$ cat src/rtl/chip8_mem_arbiter.sv
// Round-robin arbiter sharing one registered memory port among NUM_PORTS requesters.
// Each port owns a one-deep request slot; completions come back in issue order via a tag pipeline.
module chip8_mem_arbiter #(
    parameter int unsigned NUM_PORTS  = 4,
    parameter int unsigned ADDR_WIDTH = 13,
    parameter int unsigned DATA_WIDTH = 8,
    parameter int unsigned LATENCY    = 2
) (
    input  logic                             clk_in,
    input  logic                             rst_in,
    input  logic [NUM_PORTS-1:0]             req_valid_in,
    output logic [NUM_PORTS-1:0]             req_ready_out,
    input  logic [NUM_PORTS*ADDR_WIDTH-1:0]  req_addr_in,
    input  logic [NUM_PORTS-1:0]             req_we_in,
    input  logic [NUM_PORTS*DATA_WIDTH-1:0]  req_data_in,
    output logic [NUM_PORTS-1:0]             resp_valid_out,
    output logic [DATA_WIDTH-1:0]            resp_data_out,
    output logic [ADDR_WIDTH-1:0]            mem_addr_out,
    output logic                             mem_we_out,
    output logic [DATA_WIDTH-1:0]            mem_data_out,
    input  logic [DATA_WIDTH-1:0]            mem_data_in
);
    localparam int unsigned PW = $clog2(NUM_PORTS);

    typedef struct packed {
        logic          vld;
        logic [PW-1:0] port;
    } tag_t;

    logic [NUM_PORTS-1:0]            r_pending;
    logic [NUM_PORTS*ADDR_WIDTH-1:0] r_slot_addr;
    logic [NUM_PORTS-1:0]            r_slot_we;
    logic [NUM_PORTS*DATA_WIDTH-1:0] r_slot_data;
    logic [PW-1:0]                   r_last_grant;
    // Stage 0 travels alongside mem_*; stages 1..LATENCY are the memory latency.
    tag_t [LATENCY:0]                r_tags;
    logic [ADDR_WIDTH-1:0]           r_mem_addr;
    logic                            r_mem_we;
    logic [DATA_WIDTH-1:0]           r_mem_data;

    logic [NUM_PORTS-1:0]            w_accept;
    logic                            w_grant_vld;
    logic [PW-1:0]                   w_grant_idx;
    logic [NUM_PORTS-1:0]            w_grant_oh;
    tag_t                            w_new_tag;

    function automatic logic [PW-1:0] rr_idx(input logic [PW-1:0] last, input int unsigned offs);
        return PW'((32'(last) + offs) % NUM_PORTS);
    endfunction

    assign req_ready_out = ~r_pending;
    assign w_accept      = req_valid_in & ~r_pending;

    always_comb begin
        w_grant_vld = 1'b0;
        w_grant_idx = '0;
        for (int unsigned i = 1; i <= NUM_PORTS; i++) begin
            if (!w_grant_vld && r_pending[rr_idx(r_last_grant, i)]) begin
                w_grant_vld = 1'b1;
                w_grant_idx = rr_idx(r_last_grant, i);
            end
        end
    end

    always_comb begin
        w_grant_oh = '0;
        if (w_grant_vld) begin
            w_grant_oh[w_grant_idx] = 1'b1;
        end
        w_new_tag.vld  = w_grant_vld;
        w_new_tag.port = w_grant_idx;
    end

    always_ff @(posedge clk_in or posedge rst_in) begin
        if (rst_in) begin
            r_pending    <= '0;
            r_slot_addr  <= '0;
            r_slot_we    <= '0;
            r_slot_data  <= '0;
            r_last_grant <= PW'(NUM_PORTS - 1);
            r_tags       <= '0;
            r_mem_addr   <= '0;
            r_mem_we     <= 1'b0;
            r_mem_data   <= '0;
        end else begin
            // A granted port is never accepting in the same cycle, so set and clear cannot collide.
            r_pending <= (r_pending & ~w_grant_oh) | w_accept;
            for (int unsigned i = 0; i < NUM_PORTS; i++) begin
                if (w_accept[i +: 1] == 1'b1) begin
                    r_slot_addr[i*ADDR_WIDTH +: ADDR_WIDTH] <= req_addr_in[i*ADDR_WIDTH +: ADDR_WIDTH];
                    r_slot_we[i +: 1]                       <= req_we_in[i +: 1];
                    r_slot_data[i*DATA_WIDTH +: DATA_WIDTH] <= req_data_in[i*DATA_WIDTH +: DATA_WIDTH];
                end
            end
            r_tags   <= {r_tags[LATENCY-1:0], w_new_tag};
            r_mem_we <= 1'b0;
            if (w_grant_vld) begin
                r_mem_addr   <= r_slot_addr[w_grant_idx*ADDR_WIDTH +: ADDR_WIDTH];
                r_mem_we     <= r_slot_we[w_grant_idx];
                r_mem_data   <= r_slot_data[w_grant_idx*DATA_WIDTH +: DATA_WIDTH];
                r_last_grant <= w_grant_idx;
            end
        end
    end

    always_comb begin
        resp_valid_out = '0;
        if (r_tags[LATENCY].vld) begin
            resp_valid_out[r_tags[LATENCY].port] = 1'b1;
        end
    end

    assign resp_data_out = mem_data_in;
    assign mem_addr_out  = r_mem_addr;
    assign mem_we_out    = r_mem_we;
    assign mem_data_out  = r_mem_data;

endmodule

$ cat config.mk
export PLATFORM = sky130hd
export DESIGN_NAME = chip8_mem_arbiter
export DESIGN_NICKNAME = d
export VERILOG_FILES = /design/src/rtl/chip8_mem_arbiter.sv
export SDC_FILE = /design/constraint.sdc
export NUM_CORES = 1
export LEC_CHECK = 0
export CELL_PAD_IN_SITES_DETAIL_PLACEMENT = 1
export CELL_PAD_IN_SITES_GLOBAL_PLACEMENT = 1
export CORE_UTILIZATION = 42
export CTS_CLUSTER_DIAMETER = 200
export CTS_CLUSTER_SIZE = 40
export DETAILED_ROUTE_END_ITERATION = 8
export GPL_ROUTABILITY_DRIVEN = 1
export PLACE_DENSITY = 0.86
export SYNTH_ARGS = -nofsm -noshare
export SYNTH_HDL_FRONTEND = slang
export SYNTH_SLANG_ARGS = --single-unit
$ cat constraint.sdc
create_clock -name clk_in -period 6.55 [get_ports clk_in]
set_input_delay 0.9825 -clock clk_in [delete_from_list [all_inputs] [get_ports clk_in]]
set_output_delay 0.9825 -clock clk_in [all_outputs]
set_load 0.05 [all_outputs]
==> results.json, run 1 <==
{
  "outcome": "finished, final reports clean",
  "post_cts_buffers": 0,
  "die_h_um": 115,
  "yosys_warnings": 0,
  "relSlewSlack": 0.130,
  "crit_type": "flip-flop to primary output",
  "clk_path_buf_depth": 2,
  "holdWs_ps": 352,
  "min_period_over_period": 0.446,
  "rows": 40,
  "r2r_slack_ps": 3860,
  "synth_area_mm2": 0.00537,
  "ys_async_sr_fraction": 1.00,
  "grt_max_degree": 74,
  "p_leak_nw": 2.97,
  "grt_first_pass_wirelength_mm": 24.0,
  "synth_common_cells": "dfrtp_1, mux2_2, nor2_1, mux2i_1, o22ai_1",
  "rsz0062_at_grt": "false",
  "fillers": 1248,
  "dp_hpwl_mm": 9.94,
  "wl_mm": 15.1,
  "wl_per_cell_um": 22.0,
  "synth_ff_type": "dfrtp_1",
  "diodes": 0,
  "cts_hold_buf": 0,
  "cts_tree": "done",
  "synth_edf_count": 0,
  "cp-startpoint": "r_pending[2]$_DFF_PP0_",
  "postSynthAreaPerCell_um2": 13.7,
  "htreeDepth": 4,
  "rr_worst_depth": 5,
  "cellPowerDensity_mw_per_mm2": 591,
  "maxSlewViolCount": 0,
  "tightest_slew_ps": 1300,
  "die_width_um": 115,
  "first_global_vias": 4257,
  "timing.rr.start": "r_pending[0]$_DFF_PP0_",
  "clock_skew_ps": 7.26,
  "clock_sinks": 125,
  "place.gp.congestion": 0.791,
  "synth_top_area_cell": "dfrtp_1",
  "overflow": 0,
  "drv_cap": 0,
  "via_per_inst": 5.40,
  "track_usage": 0.251,
  "hold_end": "r_tags[7]$_DFF_PP0_",
  "ant_nets": 0,
  "drt_iter0_markers": 210,
  "max_stage_delay_ps": 820,
  "setup_violations": 0,
  "hold_depth": 0,
  "cp_max_fo": 9,
  "fmax_ghz": 0.342,
  "syn_inst": 391,
  "syn_nets": 493,
  "ctsResizeCount": 0,
  "fin_nets": 606,
  "critPathCaptureType": "primary output",
  "final_hold_viol_count": 0,
  "max-vdd-ir-drop_mv": 0.238,
  "rr_endpoint": "mem_addr_out[4]$_DFFE_PP0N_",
  "syn_to_final_growth_pct": 33.6,
  "period_needed_ps": 2920,
  "min_from": "r_tags[4]$_DFF_PP0_",
  "setup_tns_ps": 0,
  "io_buffers": 123,
  "ys_seq_area_frac": 0.583,
  "detail_route.first_pass.iterations": 4,
  "drc_errors": 0,
  "worstPathArrival_ps": 1940,
  "initial_core_util": 0.439,
  "synth_most_common_cell": "dfrtp_1",
  "vias": 3696,
  "dieArea_mm2": 0.0132,
  "root_buffer": "clkbuf_16",
  "drive_above_1_share": 0.267,
  "worstPathRequired_ps": 5570,
  "start_kind": "flip-flop",
  "holdCritPathClass": "flip-flop to flip-flop",
  "synth_top_area_share": 0.574,
  "numCtsBuffers": 17,
  "critPathSlowestCell": "clkdlybuf4s50_1",
  "synth_area_leaders": "dfrtp_1, mux2_2, mux2i_1, a221oi_2, o22ai_1",
  "path_cells": "inv_1 -> clkdlybuf4s50_1",
  "clk_pin_slew_ps": 50,
  "pin_count": 140,
  "coreArea_mm2": 0.0122,
  "antenna_found_initial": 0,
  "synth_cell_types": 37,
  "clk_latency_ps": 420,
  "synth_seq_cells": 125,
  "finalPower_mw": 4.24
}
[sequential cells by signal (all words and copies together) (netlist names)]
register      cells
r_slot_data      32
r_slot_addr      52
mem_we_out        1
mem_addr_out     13
r_tags            9
r_pending         4
mem_data_out      8
r_slot_we         4
r_last_grant      2
[critical path: cells and delay by family (launching register included)]
family,cells,cell delay [ps]
buf+inv,2,1010
flops,1,510
[worst max path at each step]
stage / end / slack [ps] / depth (start not counted)
6_report: req_ready_out[2] / 3630 / 2
5_1_grt: req_ready_out[3] / 3530 / 2
4_1_cts: req_ready_out[2] / 3610 / 2
3_5_place_dp: r_slot_data[18]$_DFFE_PP0P_ / 3480 / 3
3_3_place_gp: r_slot_addr[28]$_DFFE_PP0P_ / 3560 / 3
2_1_floorplan: mem_addr_out[0]$_DFFE_PP0N_ / 2240 / 1
[power by group]
part | internal [mW] | switching, mW
sequential | 1.19 | 0.291
combinational | 0.838 | 1.09
clock | 0.523 | 0.310
total | 2.55 | 1.69
[area by class of cell]
type / instances / area [µm²] / share of cell area
Timing Repair Buffer: 127 / 1260 / 0.176
Clock buffer: 31 / 518 / 0.0723
Sequential cell: 125 / 3130 / 0.437
Tap cell: 168 / 210 / 0.0293
Multi-Input combinational cell: 225 / 2010 / 0.281
Clock inverter: 1 / 5.00 / 0.000698
Inverter: 8 / 32.5 / 0.00454
[layer usage]
layer	track usage	wire length, µm
met2	0.431	7860
met5	0	0
met3	0.0654	684
met4	0.0926	330
met1	0.307	6210
[logic make-up after synthesis]
| kind of cell | synth area share |
|---|---|
| DFF | 0.583 |
| muxes | 0.226 |
| AOI/OAI and AO/OA | 0.0972 |
| and+or+nand+nor | 0.0476 |
| buffers and inverters | 0.0459 |
[per-stage QoR]
stage	util	cells	setup slack [ps]	cell area, µm²
final	0.587	685	3630	7170
after global routing	0.587	685	3530	7170
after CTS	0.587	685	3610	7170
after detailed placement	0.544	653	3480	6650
after global placement	0.544	653	3560	6650
after floorplan	-	391	2240	5370
[placed cells by master (no fill, tap or decap), types with 2 or more instances in the layout]
master / instances
clkdlybuf4s50_1: 123
dfrtp_1: 123
mux2_2: 88
nor2_1: 30
mux2i_1: 22
o22ai_1: 21
clkbuf_16: 17
a221oi_1: 12
clkbuf_1: 10
a221oi_2: 9
nand2_1: 6
inv_1: 5
nor2b_2: 4
a21oi_1: 4
o21ai_0: 4
clkbuf_8: 4
buf_4: 4
nand3b_1: 3
and3b_1: 2
inv_2: 2
o21a_1: 2
dfstp_2: 2
Power figures use the tool's default switching activity.
==> run 2: changes to the inputs <==
Settings changed: CORE_UTILIZATION 42 to 35, PLACE_DENSITY 0.86 to 0.77.
Clock period 6.55 ns to 2.4 ns, I/O delays scaled along.
==> results.json, run 2 (same netlist as run 1, synthesis figures left out) <==
{
  "outcome": "finished, final reports clean",
  "worstPathRequired_ps": 2040,
  "grt_max_degree": 58,
  "cts_tree": "done",
  "io_buffers": 123,
  "via_per_inst": 5.19,
  "p_leak_nw": 3.02,
  "max-vdd-ir-drop_mv": 0.667,
  "cp_max_fo": 9,
  "diodes": 0,
  "start_kind": "flip-flop",
  "tightest_slew_ps": 878,
  "first_global_vias": 4019,
  "clk_latency_ps": 410,
  "drt_iter0_markers": 182,
  "min_period_over_period": 0.954,
  "worstPathArrival_ps": 1930,
  "maxSlewViolCount": 0,
  "initial_core_util": 0.364,
  "final_hold_viol_count": 0,
  "dpl_cell_area_mm2": 0.00678,
  "clk_pin_slew_ps": 50,
  "vias": 3691,
  "grt_first_pass_wirelength_mm": 22.6,
  "clock_sinks": 125,
  "rows": 44,
  "htreeDepth": 4,
  "holdWs_ps": 312,
  "crit_type": "flip-flop to primary output",
  "critPathCaptureType": "primary output",
  "overflow": 0,
  "pre_cts_ws_ps": 292,
  "dp.cells": 679,
  "die_h_um": 126,
  "pin_count": 140,
  "largest_register_ffs": 52,
  "critPathSlowestCell": "clkdlybuf4s50_1",
  "path_cells": "inv_1 -> clkdlybuf4s50_1",
  "worstSetupPathDepth": 2,
  "final_util": 0.493,
  "layout_common_cells": "clkdlybuf4s50_1, dfrtp_1, mux2_2, nor2_1, mux2i_1",
  "ctsResizeCount": 0,
  "cpLargestDelayFamily": "buffers and inverters",
  "regMostFlops": "r_slot_addr",
  "holdCritPathClass": "input port to asynchronous set/reset pin",
  "drv_cap": 0,
  "setup_slack_ps": 111,
  "wl_mm": 14.2,
  "relSlewSlack": 0.414,
  "setup_tns_ps": 0,
  "fmax_ghz": 0.437,
  "wl_per_cell_um": 20.0,
  "cp-startpoint": "r_pending[2]$_DFF_PP0_",
  "numCtsBuffers": 17,
  "clock_skew_ps": 5.92,
  "place.gp.congestion": 0.774,
  "die_width_um": 126,
  "detail_route.first_pass.iterations": 4,
  "dp_hpwl_mm": 10.0,
  "period_needed_ps": 2290,
  "cellPowerDensity_mw_per_mm2": 1570,
  "clk_path_buf_depth": 2,
  "drc_errors": 0,
  "finalPower_mw": 11.4,
  "max_stage_delay_ps": 830,
  "syn_to_final_growth_pct": 35.6,
  "antenna_found_initial": 0,
  "worst-path-buf-inv": 2,
  "root_buffer": "clkbuf_16",
  "dieArea_mm2": 0.0158,
  "post_cts_buffers": 0,
  "coreArea_mm2": 0.0148,
  "rsz0062_at_grt": "false",
  "timing.rr.start": "r_pending[3]$_DFF_PP0_",
  "fin_cells": 711,
  "fin_nets": 616,
  "ant_nets": 0,
  "cts_hold_buf": 0,
  "drive_above_1_share": 0.279,
  "rr_worst_depth": 5,
  "setup_violations": 0,
  "track_usage": 0.192,
  "stdcell_area_mm2": 0.00728
}
run 2: cell types whose count changed in the layout (fill, tap and decap cells not counted):
cell,before,now
clkbuf_8,4,1
inv_4,1,0
clkbuf_1,10,11
clkinvlp_4,0,1
buf_4,4,11
clkinv_2,1,3
buf_12,0,3
run 2: cell type report:
| class | instances | area [µm²] |
|---|---|---|
| clock buffers | 29 | 480 |
| well taps | 184 | 230 |
| fillers | 1515 | 7480 |
| inverters | 8 | 33.8 |
| multi-input cells | 225 | 2010 |
| repair buffers | 137 | 1370 |
| flip-flops and latches | 125 | 3130 |
| clock inverters | 3 | 15.0 |
run 2: final timing paths:
kind | end | slack (ps)
max in group asynchronous | r_last_grant[0]$_DFFE_PP1N_ | 1450
setup reg to reg | mem_data_out[7]$_DFFE_PP0N_ | 240
hold reg to reg | r_tags[7]$_DFF_PP0_ | 340
min in group clk_in | r_tags[7]$_DFF_PP0_ | 340
hold / removal | r_tags[0]$_DFF_PP0_ | 310
setup / recovery | req_ready_out[2] | 110
run 2: layer usage:
layer,GRT usage,share of wire,up-vias
li1,-,-,1663
met2,0.330,0.52,103
met5,0,0,-
met4,0.0624,0.015,0
met3,0.0573,0.050,20
met1,0.232,0.42,1905
run 2: power breakdown:
group          switching (mW)  leakage, nW  internal, mW
logic                    2.84         1.31          2.38
clock network           0.841        0.241          1.34
registers               0.783         1.46          3.24
total                    4.46         3.02          6.96
==> run 3: changes to the inputs <==
Settings changed: CORE_UTILIZATION 35 to 39, PLACE_DENSITY 0.77 to 0.81, SLEW_MARGIN set to 20.
Clock period 2.4 ns to 2.5 ns, I/O delays scaled along.
==> results.json, run 3 (same netlist as run 1, synthesis figures left out) <==
{
  "outcome": "finished, final reports clean",
  "maxSlewViolCount": 0,
  "comb_power_share": 0.456,
  "io_buffers": 123,
  "fillers": 1356,
  "regMostFlops": "r_slot_addr",
  "layout_common_cells": "clkdlybuf4s50_1, dfrtp_1, mux2_2, nor2_1, mux2i_1",
  "holdWs_ps": 349,
  "dp_hpwl_mm": 9.65,
  "grt_max_degree": 126,
  "holdCritPathClass": "flip-flop to flip-flop",
  "first_global_vias": 4194,
  "vias": 3673,
  "rr_worst_depth": 5,
  "start_kind": "flip-flop",
  "largest_register_ffs": 52,
  "p_int_mw": 6.78,
  "min_from": "r_tags[5]$_DFF_PP0_",
  "critPathSlowestCell": "clkdlybuf4s50_1",
  "clk_path_buf_depth": 2,
  "dieArea_mm2": 0.0142,
  "syn_to_final_growth_pct": 35.8,
  "hold_end": "r_tags[8]$_DFF_PP0_",
  "max_stage_delay_ps": 820,
  "wl_per_cell_um": 20.3,
  "cp_max_fo": 9,
  "die_width_um": 119,
  "rows": 42,
  "relSlewSlack": 0.341,
  "cts_tree": "done",
  "r2r_slack_ps": 380,
  "clock_sinks": 125,
  "clock_skew_ps": 9.06,
  "overflow": 0,
  "post_cts_buffers": 0,
  "diodes": 0,
  "p_leak_nw": 3.03,
  "pin_count": 140,
  "drive_above_1_share": 0.291,
  "final_hold_viol_count": 0,
  "drv_cap": 0,
  "critPathCaptureType": "primary output",
  "setup_violations": 0,
  "antenna_found_initial": 0,
  "ant_nets": 0,
  "worstPathRequired_ps": 2120,
  "crit_type": "flip-flop to primary output",
  "p_switching_mw": 4.36,
  "root_buffer": "clkbuf_16",
  "swShare": 0.391,
  "path_cells": "inv_1 -> clkdlybuf4s50_1",
  "wl_mm": 14.2,
  "multiInputGateArea_mm2": 0.00201,
  "coreArea_mm2": 0.0133,
  "period_needed_ps": 2320,
  "detail_route.first_pass.iterations": 4,
  "setup_tns_ps": 0,
  "grt_first_pass_wirelength_mm": 22.8,
  "min_period_over_period": 0.929,
  "rsz0062_at_grt": "false",
  "rr_endpoint": "mem_addr_out[9]$_DFFE_PP0N_",
  "worstPathArrival_ps": 1950,
  "numCtsBuffers": 17,
  "place.gp.congestion": 0.896,
  "clkPwrFrac": 0.198,
  "initial_core_util": 0.402,
  "tightest_slew_ps": 987,
  "seqPwrFrac": 0.346,
  "max-vdd-ir-drop_mv": 0.517,
  "timing.rr.start": "r_pending[3]$_DFF_PP0_",
  "drc_errors": 0,
  "clk_latency_ps": 420,
  "drt_iter0_markers": 162,
  "ff_latch_area_mm2": 0.00313,
  "ctsResizeCount": 0,
  "fmax_ghz": 0.431,
  "cellPowerDensity_mw_per_mm2": 1530,
  "htreeDepth": 4,
  "cts_hold_buf": 0,
  "fin_nets": 615,
  "track_usage": 0.216,
  "hold_depth": 0,
  "clk_pin_slew_ps": 60,
  "via_per_inst": 5.23,
  "die_h_um": 119,
  "final_util": 0.546
}
run 3: cell types whose count changed in the layout (fill, tap and decap cells not counted):
cell and delta:
buf_12 -1, clkbuf_8 +3, clkbuf_1 -7, clkinv_2 +3, clkinvlp_4 +1
run 3: layout make-up:
cell class | instances | share of cell area
clock buffers | 25 | 0.0680
clock inverters | 7 | 0.00515
inverters | 8 | 0.00464
multi-input cells | 225 | 0.276
flip-flops and latches | 125 | 0.430
well taps | 176 | 0.0302
repair buffers | 136 | 0.186
run 3: how the worst max path moves through the flow:
stage	slack, ps	depth (start not counted)	end	startpoint
after floorplan	580	1	resp_valid_out[0]	r_tags[6]$_DFF_PP0_
after global routing	110	2	req_ready_out[3]	r_pending[3]$_DFF_PP0_
after CTS	150	2	req_ready_out[2]	r_pending[2]$_DFF_PP0_
after detailed placement	430	5	mem_addr_out[7]$_DFFE_PP0N_	r_pending[3]$_DFF_PP0_
after global placement	560	5	mem_addr_out[11]$_DFFE_PP0N_	r_pending[3]$_DFF_PP0_
final	180	2	req_ready_out[2]	r_pending[2]$_DFF_PP0_
run 3: power groups by stage:
stage	sequential [mW]	combinational [mW]	clock [mW]
after floorplan	4.19	3.23	0
after global placement	3.78	4.92	0
after detailed placement	3.88	5.11	0
after CTS	3.86	5.14	2.25
after global routing	3.99	5.43	2.34
final	3.86	5.07	2.21
run 3: worst max-delay path: cells and delay by family (launching register included):
family	cells	cell delay [ps]
buffers and inverters	2	1020
flip-flops	1	510
run 3: metal layers:
metal | track usage | routed length, µm | up-vias
met4 | 0.0914 | 304 | 0
met3 | 0.0603 | 768 | 25
met1 | 0.264 | 5920 | 1883
li1 | - | - | 1662
met2 | 0.359 | 7240 | 103
met5 | 0 | 0 | -
run 3: stage by stage:
stage / setup slack, ps / instance area [µm²] / instances / power (mW)
6_report: 177 / 7280 / 702 / 11.1
2_1_floorplan: 577 / 5370 / 391 / 7.42
3_5_place_dp: 429 / 6750 / 670 / 8.98
4_1_cts: 148 / 7280 / 702 / 11.3
5_1_grt: 111 / 7280 / 702 / 11.8
3_3_place_gp: 558 / 6750 / 670 / 8.70
